--- config.mk ---
export PLATFORM = sky130hd
export DESIGN_NAME = mips_mem_bridge_flat
export DESIGN_NICKNAME = d
export VERILOG_FILES = /design/src/rtl/mips_bridge_pkg.sv /design/src/rtl/mips_mem_bridge_if.sv /design/src/rtl/bridge_wait_timer.sv /design/src/rtl/mips_mem_bridge.sv /design/src/flat_wrapper.sv
export SDC_FILE = /design/constraint.sdc
export NUM_CORES = 1
export LEC_CHECK = 0
export ABC_AREA = 1
export BUFFER_PORTS_ARGS = -buffer_cell sky130_fd_sc_hd__buf_2
export CORE_UTILIZATION = 39
export DETAILED_ROUTE_END_ITERATION = 10
export PLACE_DENSITY = 0.68
export SLEW_MARGIN = 20
export SYNTH_ARGS = -nofsm -noshare
export SYNTH_HDL_FRONTEND = slang
export SYNTH_SLANG_ARGS = --single-unit
--- constraint.sdc ---
create_clock -name clk -period 1.3 [get_ports clk]
set_input_delay 0.195 -clock clk [delete_from_list [all_inputs] [get_ports clk]]
set_output_delay 0.195 -clock clk [all_outputs]
set_load 0.01 [all_outputs]
--- src/rtl/mips_bridge_pkg.sv ---
// Shared definitions for the MIPS Harvard-core to single-port memory bridge.
//   - default parameter constants for the bridge and its bus interface
//   - wait-counter width (large enough for timeouts up to 255 cycles)
//   - bridge FSM state encoding
package mips_bridge_pkg;

    localparam int DEF_ADDR_W  = 32;
    localparam int DEF_DATA_W  = 32;
    localparam int DEF_TIMEOUT = 16;
    localparam int DEF_CNT_W   = 32;
    localparam int WAIT_CNT_W  = 8;

    typedef enum logic [2:0] {
        ST_IDLE   = 3'd0,
        ST_FETCH  = 3'd1,
        ST_DATA   = 3'd2,
        ST_COMMIT = 3'd3,
        ST_ERROR  = 3'd4
    } bridge_state_t;

endpackage

--- src/rtl/mips_mem_bridge_if.sv ---
// Single-port memory bus with waitrequest stalling.
//   master: address, read, write, writedata, byteenable out; waitrequest, readdata in
//   slave : the reverse
// A transfer completes in the first cycle a strobe is high and waitrequest is low;
// readdata is valid in that completing cycle.
interface mips_mem_bridge_if
    import mips_bridge_pkg::*;
#(
    parameter int ADDR_W = DEF_ADDR_W,
    parameter int DATA_W = DEF_DATA_W
) ();

    logic [ADDR_W-1:0]   address;
    logic                read;
    logic                write;
    logic [DATA_W-1:0]   writedata;
    logic [DATA_W/8-1:0] byteenable;
    logic                waitrequest;
    logic [DATA_W-1:0]   readdata;

    modport master (
        output address, read, write, writedata, byteenable,
        input  waitrequest, readdata
    );

    modport slave (
        input  address, read, write, writedata, byteenable,
        output waitrequest, readdata
    );

endinterface

--- src/rtl/bridge_wait_timer.sv ---
// Counts consecutive stalled bus cycles and flags a timeout.
//   clk, reset : clock and synchronous active-high reset
//   clear      : return the count to zero (has priority over stall)
//   stall      : a strobe is high and waitrequest is high this cycle
//   timeout    : this is the TIMEOUT-th consecutive stalled cycle
module bridge_wait_timer
    import mips_bridge_pkg::*;
#(
    parameter int TIMEOUT = DEF_TIMEOUT
) (
    input  logic clk,
    input  logic reset,
    input  logic clear,
    input  logic stall,
    output logic timeout
);

    localparam logic [WAIT_CNT_W-1:0] LAST_STALL = WAIT_CNT_W'(TIMEOUT - 1);

    logic [WAIT_CNT_W-1:0] count;

    always_ff @(posedge clk) begin
        if (reset || clear) begin
            count <= '0;
        end else if (stall) begin
            count <= count + WAIT_CNT_W'(1);
        end
    end

    // Flag on the cycle that brings the count to TIMEOUT while still stalled,
    // so the FSM leaves for ERROR at that same edge.
    assign timeout = stall && (count == LAST_STALL);

endmodule

--- src/rtl/mips_mem_bridge.sv ---
// Bridges a Harvard MIPS core (separate fetch and data ports) onto one
// waitrequest-style memory bus, stepping the core with a clock enable.
//   clk, reset       : clock, synchronous active-high reset
//   core_*           : core activity in, one-cycle clock-enable pulse out
//   instr_*          : core fetch port; instr_readdata is the latched instruction
//   data_*, byte_enable : core load/store port; data_readdata is the latched load
//   bus              : master side of the shared memory bus
//   bus_error        : sticky flag, set when waitrequest outlasts TIMEOUT cycles
//   retired          : count of clock-enable pulses, wraps
//
// state  | meaning
// IDLE   | core inactive, no bus activity
// FETCH  | reading instruction word at instr_address
// DATA   | load or store at data_address (store wins if both requested)
// COMMIT | one-cycle core clock enable, retired count advanced
// ERROR  | bus timed out; strobes low, core frozen until reset
module mips_mem_bridge
    import mips_bridge_pkg::*;
#(
    parameter int ADDR_W  = DEF_ADDR_W,
    parameter int DATA_W  = DEF_DATA_W,
    parameter int TIMEOUT = DEF_TIMEOUT,
    parameter int CNT_W   = DEF_CNT_W
) (
    input  logic                clk,
    input  logic                reset,

    input  logic                core_active,
    output logic                core_clk_enable,

    input  logic [ADDR_W-1:0]   instr_address,
    input  logic                instr_read,
    output logic [DATA_W-1:0]   instr_readdata,

    input  logic [ADDR_W-1:0]   data_address,
    input  logic                data_read,
    input  logic                data_write,
    input  logic [DATA_W-1:0]   data_writedata,
    input  logic [DATA_W/8-1:0] byte_enable,
    output logic [DATA_W-1:0]   data_readdata,

    mips_mem_bridge_if.master   bus,

    output logic                bus_error,
    output logic [CNT_W-1:0]    retired
);

    bridge_state_t state;

    logic rd_q;
    logic wr_q;
    logic stall;
    logic timeout;

    // The bridge fetches whenever the core is active, so the fetch strobe
    // itself carries no extra information.
    logic unused_instr_read;
    assign unused_instr_read = instr_read;

    // ------------------------------------------------------------------
    // Bus address/data path. The core is frozen while a transfer stalls,
    // but the first stalled cycle's values are captured anyway so the bus
    // stays stable no matter what the core inputs do during the stall.
    // ------------------------------------------------------------------
    logic [ADDR_W-1:0]   live_addr;
    logic [DATA_W/8-1:0] live_be;
    logic [ADDR_W-1:0]   hold_addr;
    logic [DATA_W-1:0]   hold_wdata;
    logic [DATA_W/8-1:0] hold_be;
    logic                hold_valid;

    assign live_addr = (state == ST_DATA) ? data_address : instr_address;
    assign live_be   = (state == ST_DATA) ? byte_enable  : '1;

    always_ff @(posedge clk) begin
        if (reset) begin
            hold_valid <= 1'b0;
            hold_addr  <= '0;
            hold_wdata <= '0;
            hold_be    <= '0;
        end else if (stall) begin
            if (!hold_valid) begin
                hold_valid <= 1'b1;
                hold_addr  <= live_addr;
                hold_wdata <= data_writedata;
                hold_be    <= live_be;
            end
        end else begin
            hold_valid <= 1'b0;
        end
    end

    assign bus.address    = hold_valid ? hold_addr  : live_addr;
    assign bus.writedata  = hold_valid ? hold_wdata : data_writedata;
    assign bus.byteenable = hold_valid ? hold_be    : live_be;
    assign bus.read       = rd_q;
    assign bus.write      = wr_q;

    // ------------------------------------------------------------------
    // Wait timer. Every state change follows a non-stalled cycle (a
    // completion or a strobe-free cycle), so clearing on any non-stalled
    // cycle gives a count that starts from zero in each new state.
    // ------------------------------------------------------------------
    assign stall = (rd_q || wr_q) && bus.waitrequest;

    bridge_wait_timer #(
        .TIMEOUT (TIMEOUT)
    ) u_wait_timer (
        .clk     (clk),
        .reset   (reset),
        .clear   (!stall),
        .stall   (stall),
        .timeout (timeout)
    );

    // ------------------------------------------------------------------
    // Control FSM with registered strobes and clock enable.
    // ------------------------------------------------------------------
    always_ff @(posedge clk) begin
        if (reset) begin
            state           <= ST_IDLE;
            rd_q            <= 1'b0;
            wr_q            <= 1'b0;
            core_clk_enable <= 1'b0;
            bus_error       <= 1'b0;
            retired         <= '0;
            instr_readdata  <= '0;
            data_readdata   <= '0;
        end else begin
            core_clk_enable <= 1'b0;

            case (state)
                ST_IDLE: begin
                    if (core_active) begin
                        state <= ST_FETCH;
                        rd_q  <= 1'b1;
                    end
                end

                ST_FETCH: begin
                    if (timeout) begin
                        state     <= ST_ERROR;
                        rd_q      <= 1'b0;
                        wr_q      <= 1'b0;
                        bus_error <= 1'b1;
                    end else if (!bus.waitrequest) begin
                        instr_readdata <= bus.readdata;
                        if (data_write || data_read) begin
                            state <= ST_DATA;
                            wr_q  <= data_write;
                            rd_q  <= !data_write;
                        end else begin
                            state           <= ST_COMMIT;
                            rd_q            <= 1'b0;
                            core_clk_enable <= 1'b1;
                            retired         <= retired + CNT_W'(1);
                        end
                    end
                end

                ST_DATA: begin
                    if (timeout) begin
                        state     <= ST_ERROR;
                        rd_q      <= 1'b0;
                        wr_q      <= 1'b0;
                        bus_error <= 1'b1;
                    end else if (!bus.waitrequest) begin
                        if (rd_q) begin
                            data_readdata <= bus.readdata;
                        end
                        state           <= ST_COMMIT;
                        rd_q            <= 1'b0;
                        wr_q            <= 1'b0;
                        core_clk_enable <= 1'b1;
                        retired         <= retired + CNT_W'(1);
                    end
                end

                ST_COMMIT: begin
                    if (core_active) begin
                        state <= ST_FETCH;
                        rd_q  <= 1'b1;
                    end else begin
                        state <= ST_IDLE;
                    end
                end

                ST_ERROR: begin
                    rd_q <= 1'b0;
                    wr_q <= 1'b0;
                end

                default: begin
                    state <= ST_IDLE;
                    rd_q  <= 1'b0;
                    wr_q  <= 1'b0;
                end
            endcase
        end
    end

endmodule

--- src/flat_wrapper.sv ---
// flat-port wrapper written by rule: the top's interface ports become plain ports
module mips_mem_bridge_flat import mips_bridge_pkg::*;
#(
    parameter int ADDR_W  = DEF_ADDR_W,
    parameter int DATA_W  = DEF_DATA_W,
    parameter int TIMEOUT = DEF_TIMEOUT,
    parameter int CNT_W   = DEF_CNT_W
)
  (clk, reset, core_active, core_clk_enable, instr_address, instr_read, instr_readdata, data_address, data_read, data_write, data_writedata, byte_enable, data_readdata, bus_error, retired, bus_address, bus_read, bus_write, bus_writedata, bus_byteenable, bus_waitrequest, bus_readdata);
  mips_mem_bridge_if #(.ADDR_W(ADDR_W), .DATA_W(DATA_W)) bus_i ();
  input  logic clk;
  input  logic reset;
  input  logic core_active;
  output logic core_clk_enable;
  input  logic [ADDR_W-1:0] instr_address;
  input  logic instr_read;
  output logic [DATA_W-1:0] instr_readdata;
  input  logic [ADDR_W-1:0] data_address;
  input  logic data_read;
  input  logic data_write;
  input  logic [DATA_W-1:0] data_writedata;
  input  logic [DATA_W/8-1:0] byte_enable;
  output logic [DATA_W-1:0] data_readdata;
  output logic bus_error;
  output logic [CNT_W-1:0] retired;
  output wire logic [$bits(bus_i.address)-1:0] bus_address;
  output wire logic [$bits(bus_i.read)-1:0] bus_read;
  output wire logic [$bits(bus_i.write)-1:0] bus_write;
  output wire logic [$bits(bus_i.writedata)-1:0] bus_writedata;
  output wire logic [$bits(bus_i.byteenable)-1:0] bus_byteenable;
  input wire logic [$bits(bus_i.waitrequest)-1:0] bus_waitrequest;
  input wire logic [$bits(bus_i.readdata)-1:0] bus_readdata;
  assign bus_address = bus_i.address;
  assign bus_read = bus_i.read;
  assign bus_write = bus_i.write;
  assign bus_writedata = bus_i.writedata;
  assign bus_byteenable = bus_i.byteenable;
  assign bus_i.waitrequest = bus_waitrequest;
  assign bus_i.readdata = bus_readdata;
  mips_mem_bridge #(.ADDR_W(ADDR_W), .DATA_W(DATA_W), .TIMEOUT(TIMEOUT), .CNT_W(CNT_W)) u_core (.clk(clk), .reset(reset), .core_active(core_active), .core_clk_enable(core_clk_enable), .instr_address(instr_address), .instr_read(instr_read), .instr_readdata(instr_readdata), .data_address(data_address), .data_read(data_read), .data_write(data_write), .data_writedata(data_writedata), .byte_enable(byte_enable), .data_readdata(data_readdata), .bus(bus_i), .bus_error(bus_error), .retired(retired));
endmodule
==> metrics.md <==
| Metric | Value |
|---|---|
| First-pass GRT wire length | `about 43000 microns` |
| Switching Fraction | `approximately 34%` |
| Worst EP required | `approximately 1.1 ns` |
| Vias in the first global route | `9200` |
| PwrDens | `~1100 nW/um^2` |
| YS warnings | `0` |
| Fmax | `about 510 MHz` |
| Layout Cells excl Fill | `between 2000 and 2500` |
| Pwr Total | `~17 mW` |
| Count of cell types in the netlist | `31` |
| Routability Congestion | `~0.86` |
| LEAKAGE | `~7 nW` |
| Crit path DAT | `between 1.5 and 2 ns` |
| Routed WL per cell | `around 16 microns` |
| Post-Place Setup Slack | `-0.212 ns` |
| Clock sink count | `180` |
| Die H | `between 150 and 200 microns` |
| Mux contribution to synthesized area | `under 10%` |
| Share of cells above drive strength 1 | `a little under half` |
| Worst r2r src | `u_core.state[1]` |
| Clk Latency, worst-skew pair | `roughly 0.44 ns` |
| Largest family of logic cells by synthesized area | `simple AND/OR/NAND/NOR gates` |
| CTS buffer count | `17` |
| Hold WS | `-0.000694 ns` |
| Largest net degree at the start of global routing | `roughly 70` |
| Drt pass-1 iters | `5` |
| Slew headroom | `a little over two thirds` |
| Total detailed-routing wirelength | `between 30000 and 40000 microns` |
| RSZ-0062 raised after global routing | `yes` |
| Synth Area in Simple Gates | `26.6%` |
| Final net count | `1908` |
| Clock Pin Slew Worst Setup and Hold Paths | `0.09 ns` |
| Detailed Place HPWL | `~17000 microns` |
| H-tree Lvls | `4` |
| Compound-Gate Fraction of Synth Area | `~14%` |
| ANT nets after route | `0` |
| Final min period | `1.96 ns` |
| GRT Total Usage | `between 20% and 30%` |
| Max-Cap Viols | `0` |
| PortBufs | `about 310` |
| Clock Tree Buf Depth | `2` |
| Core area | `21300 sq um` |
| Transition time of the tightest slew-check pin | `0.442 ns` |
| Post-synth net total | `1427` |
| Adder-cell share of the synthesized area | `0.291%` |
| Clock share of power | `~33%` |
| Max IR drop VDD | `around 0.9 mV` |
| Post-Route Skew | `around 0.015 ns` |
| HP Class | `in2reg` |
| Die X | `150 microns` |
| Via/cell ratio | `between 4 and 5` |
| P&R area growth vs syn | `75.8%` |
| Worst-path fanout max | `42` |
| Worst Hold Depth | `3` |
| Syn avg cell area | `6.68 sq um` |
| Comb power frac | `a little under a third` |
| Register bit total from synthesis | `180` |
| Max-slew violations | `0` |
| Initial antenna violation count | `0` |
| ANT cells | `0` |
| Internal power | `~11 mW` |
| Fin worst setup slack | `-0.656 ns` |
| Remaining DRCs | `0` |
| Worst r2r path cells | `15` |
| Dpl cells | `~1900` |
| Cells along the critical path | `inv_4 > nor2_4 > nand2_4 > buf_12 > nand2_1 > o21ai_1 > mux2i_1 > inv_1 > buf_2` |
| First DRT Iteration DRCs | `419` |
| Xor/xnor share of the synthesized area | `less than 1%` |
| Register area share after synthesis | `41.9%` |
| Row cnt | `53` |
| Slowest stage delay, CP | `around 0.36 ns` |
| R2R Setup Slk | `-0.58 ns` |
| Slowest CP cell | `dfxtp_4` |
| Area of the die | `about 23000 sq um` |
| Worst Setup Start Kind | `flip-flop` |
| Worst setup path endpoint | `bus_address[14]` |
| Psw | `5.82 mW` |
| CTS Root Buffer Type | `clkbuf_16` |
| Failing checks | `hold timing, setup timing` |
| Critical path class | `reg2out` |
| Status | `finished, violations left` |
| Grt ovf | `0` |
| Critical Path Source | `u_core.state[1]` |
| Final period utilization | `150%` |
| Ports | `307` |
| Syn Std Cell Area | `roughly 8600 sq um` |
| Critical R2R Capture | `u_core.hold_be[1]` |
| Sequential power share | `roughly 37%` |
| Initial Util | `between 40% and 50%` |
| Crit end category | `output port` |
| Hold Fails Final Rpt | `1` |
| CTS tree | `built` |
| Vias | `just over 10000` |
| Synth Instances | `approximately 1300` |
| Final setup vio count | `approximately 200` |
==> power by group through the flow <==
stage | Sequential [mW] | Clock (mW) | Combinational [mW]
after floorplan | 6.30 | 0 | 1.94
after CTS | 6.15 | 5.60 | 3.97
after detailed placement | 6.28 | 0 | 3.21
after global routing | 6.26 | 5.83 | 5.63
final | 6.21 | 5.54 | 5.24
after global placement | 6.27 | 0 | 3.16
==> cells by family after synthesis <==
logic type,Yosys count
adder cells (fa/ha/maj),2
multiplexers,32
AND/OR/NAND/NOR,560
XOR/XNOR,8
flip-flops,180
buffers and inverters,257
AO/OA/AOI/OAI,247
==> repair_timing <==
action	4_1_cts	5_1_grt
endpoints found under the hold margin	14	2
hold buffers	14	2
gates cloned	16	10
gates resized for setup	161	336
pin swaps	11	46
buffers inserted	55	23
endpoints found under the setup margin	209	252
==> how the worst min path moves through the flow <==
stage / start / slack [ns] / endpoint
floorplan: bus_readdata[30] / 0.36 / u_core.data_readdata[30]
global placement: u_core.hold_wdata[1] / 0.44 / u_core.hold_wdata[1]
detailed placement: u_core.hold_wdata[29] / 0.44 / u_core.hold_wdata[29]
CTS: bus_readdata[4] / 0.0004 / u_core.data_readdata[4]
global route: bus_readdata[20] / -0.002 / u_core.data_readdata[20]
finish: bus_readdata[20] / -0.0007 / u_core.data_readdata[20]
==> metal layers <==
layer  GRT usage (%)  vias to the layer above  share of wire, %
met2            42.5                      371                53
met1            27.1                     4772                39
met4            9.24                        0               3.3
met3            5.00                       92               5.5
met5               0                        -                 0
li1                -                     5016                 -
==> cell usage after synthesis <==
library cell	n	area share [%]
a21oi_1	90	5.2
and3_1	1	0.073
buf_1	4	0.17
buf_2	14	0.82
buf_4	5	0.44
buf_6	6	0.79
clkbuf_1	41	1.8
dfxtp_1	180	42
ha_1	2	0.29
inv_1	182	7.9
inv_2	5	0.22
mux2i_1	32	3.7
nand2_1	259	11
nand2_2	3	0.22
nand2_4	1	0.13
nand3_1	61	3.6
nand3_2	2	0.23
nand3b_1	2	0.17
nand4_1	9	0.66
nor2_1	206	9.0
nor2_2	2	0.15
nor2_4	3	0.39
nor3_1	9	0.52
nor3b_1	1	0.087
o21a_1	1	0.087
o21ai_0	125	7.3
o21ai_1	28	1.6
o21bai_1	3	0.26
or2_2	1	0.073
xnor2_1	2	0.20
xor2_1	6	0.61
==> worst max-delay path, delay by kind of cell (launching register included) <==
family	cells	cell delay [ns]
AOI/OAI and AO/OA	1	0.07
buffers and inverters	4	0.45
DFF	1	0.36
muxes	1	0.18
and+or+nand+nor	3	0.25
==> sequential cells by signal, summed over array words and instances (netlist names) <==
register                   count
u_core.state                   3
u_core.core_clk_enable         1
u_core.data_readdata          32
u_core.bus_error               1
u_core.hold_valid              1
u_core.u_wait_timer.count      8
u_core.bus.write               1
u_core.bus.read                1
u_core.retired                32
u_core.hold_be                 4
u_core.instr_readdata         32
u_core.hold_addr              32
u_core.hold_wdata             32
==> cells in the final DEF, fill, tap and decap left out, types with 4 or more instances in the layout <==
cell	synthesis	routed
a21oi_1	90	53
a21oi_2	0	37
buf_12	0	26
buf_16	0	15
buf_2	14	272
buf_4	5	144
buf_6	6	44
buf_8	0	5
clkbuf_16	0	25
clkinv_8	0	5
dfxtp_1	180	151
dfxtp_2	0	19
dfxtp_4	0	10
dlygate4sd3_1	0	16
inv_1	182	174
inv_12	0	4
inv_2	5	7
inv_8	0	4
mux2i_1	32	32
nand2_1	259	182
nand2_2	3	31
nand2_4	1	47
nand3_1	61	47
nand3_2	2	7
nand3_4	0	9
nand4_1	9	9
nor2_1	206	180
nor2_2	2	12
nor2_4	3	19
nor3_1	9	4
o21ai_0	125	27
o21ai_1	28	63
o21ai_2	0	34
o21ai_4	0	29
xor2_1	6	5
==> final cells by class <==
type,instances,area (sq um)
Clock buffer,17,425
Clock inverter,15,215
Fill cell,1561,6180
Inverter,187,743
Multi-Input combinational cell,849,5360
Sequential cell,180,3660
Tap cell,275,344
Timing Repair Buffer,531,4340
Timing Repair inverter,1,20.0
==> through the flow <==
step,setup TNS (ns),util [%],instance area [sq um]
2_1_floorplan,-3.09,-,8740
3_3_place_gp,-11.02,52.9,11300
3_5_place_dp,-14.64,52.9,11300
4_1_cts,-52.91,62.9,13400
5_1_grt,-75.36,71.0,15100
6_report,-59.88,71.0,15100
No activity file was read; power rests on OpenSTA's default activity.
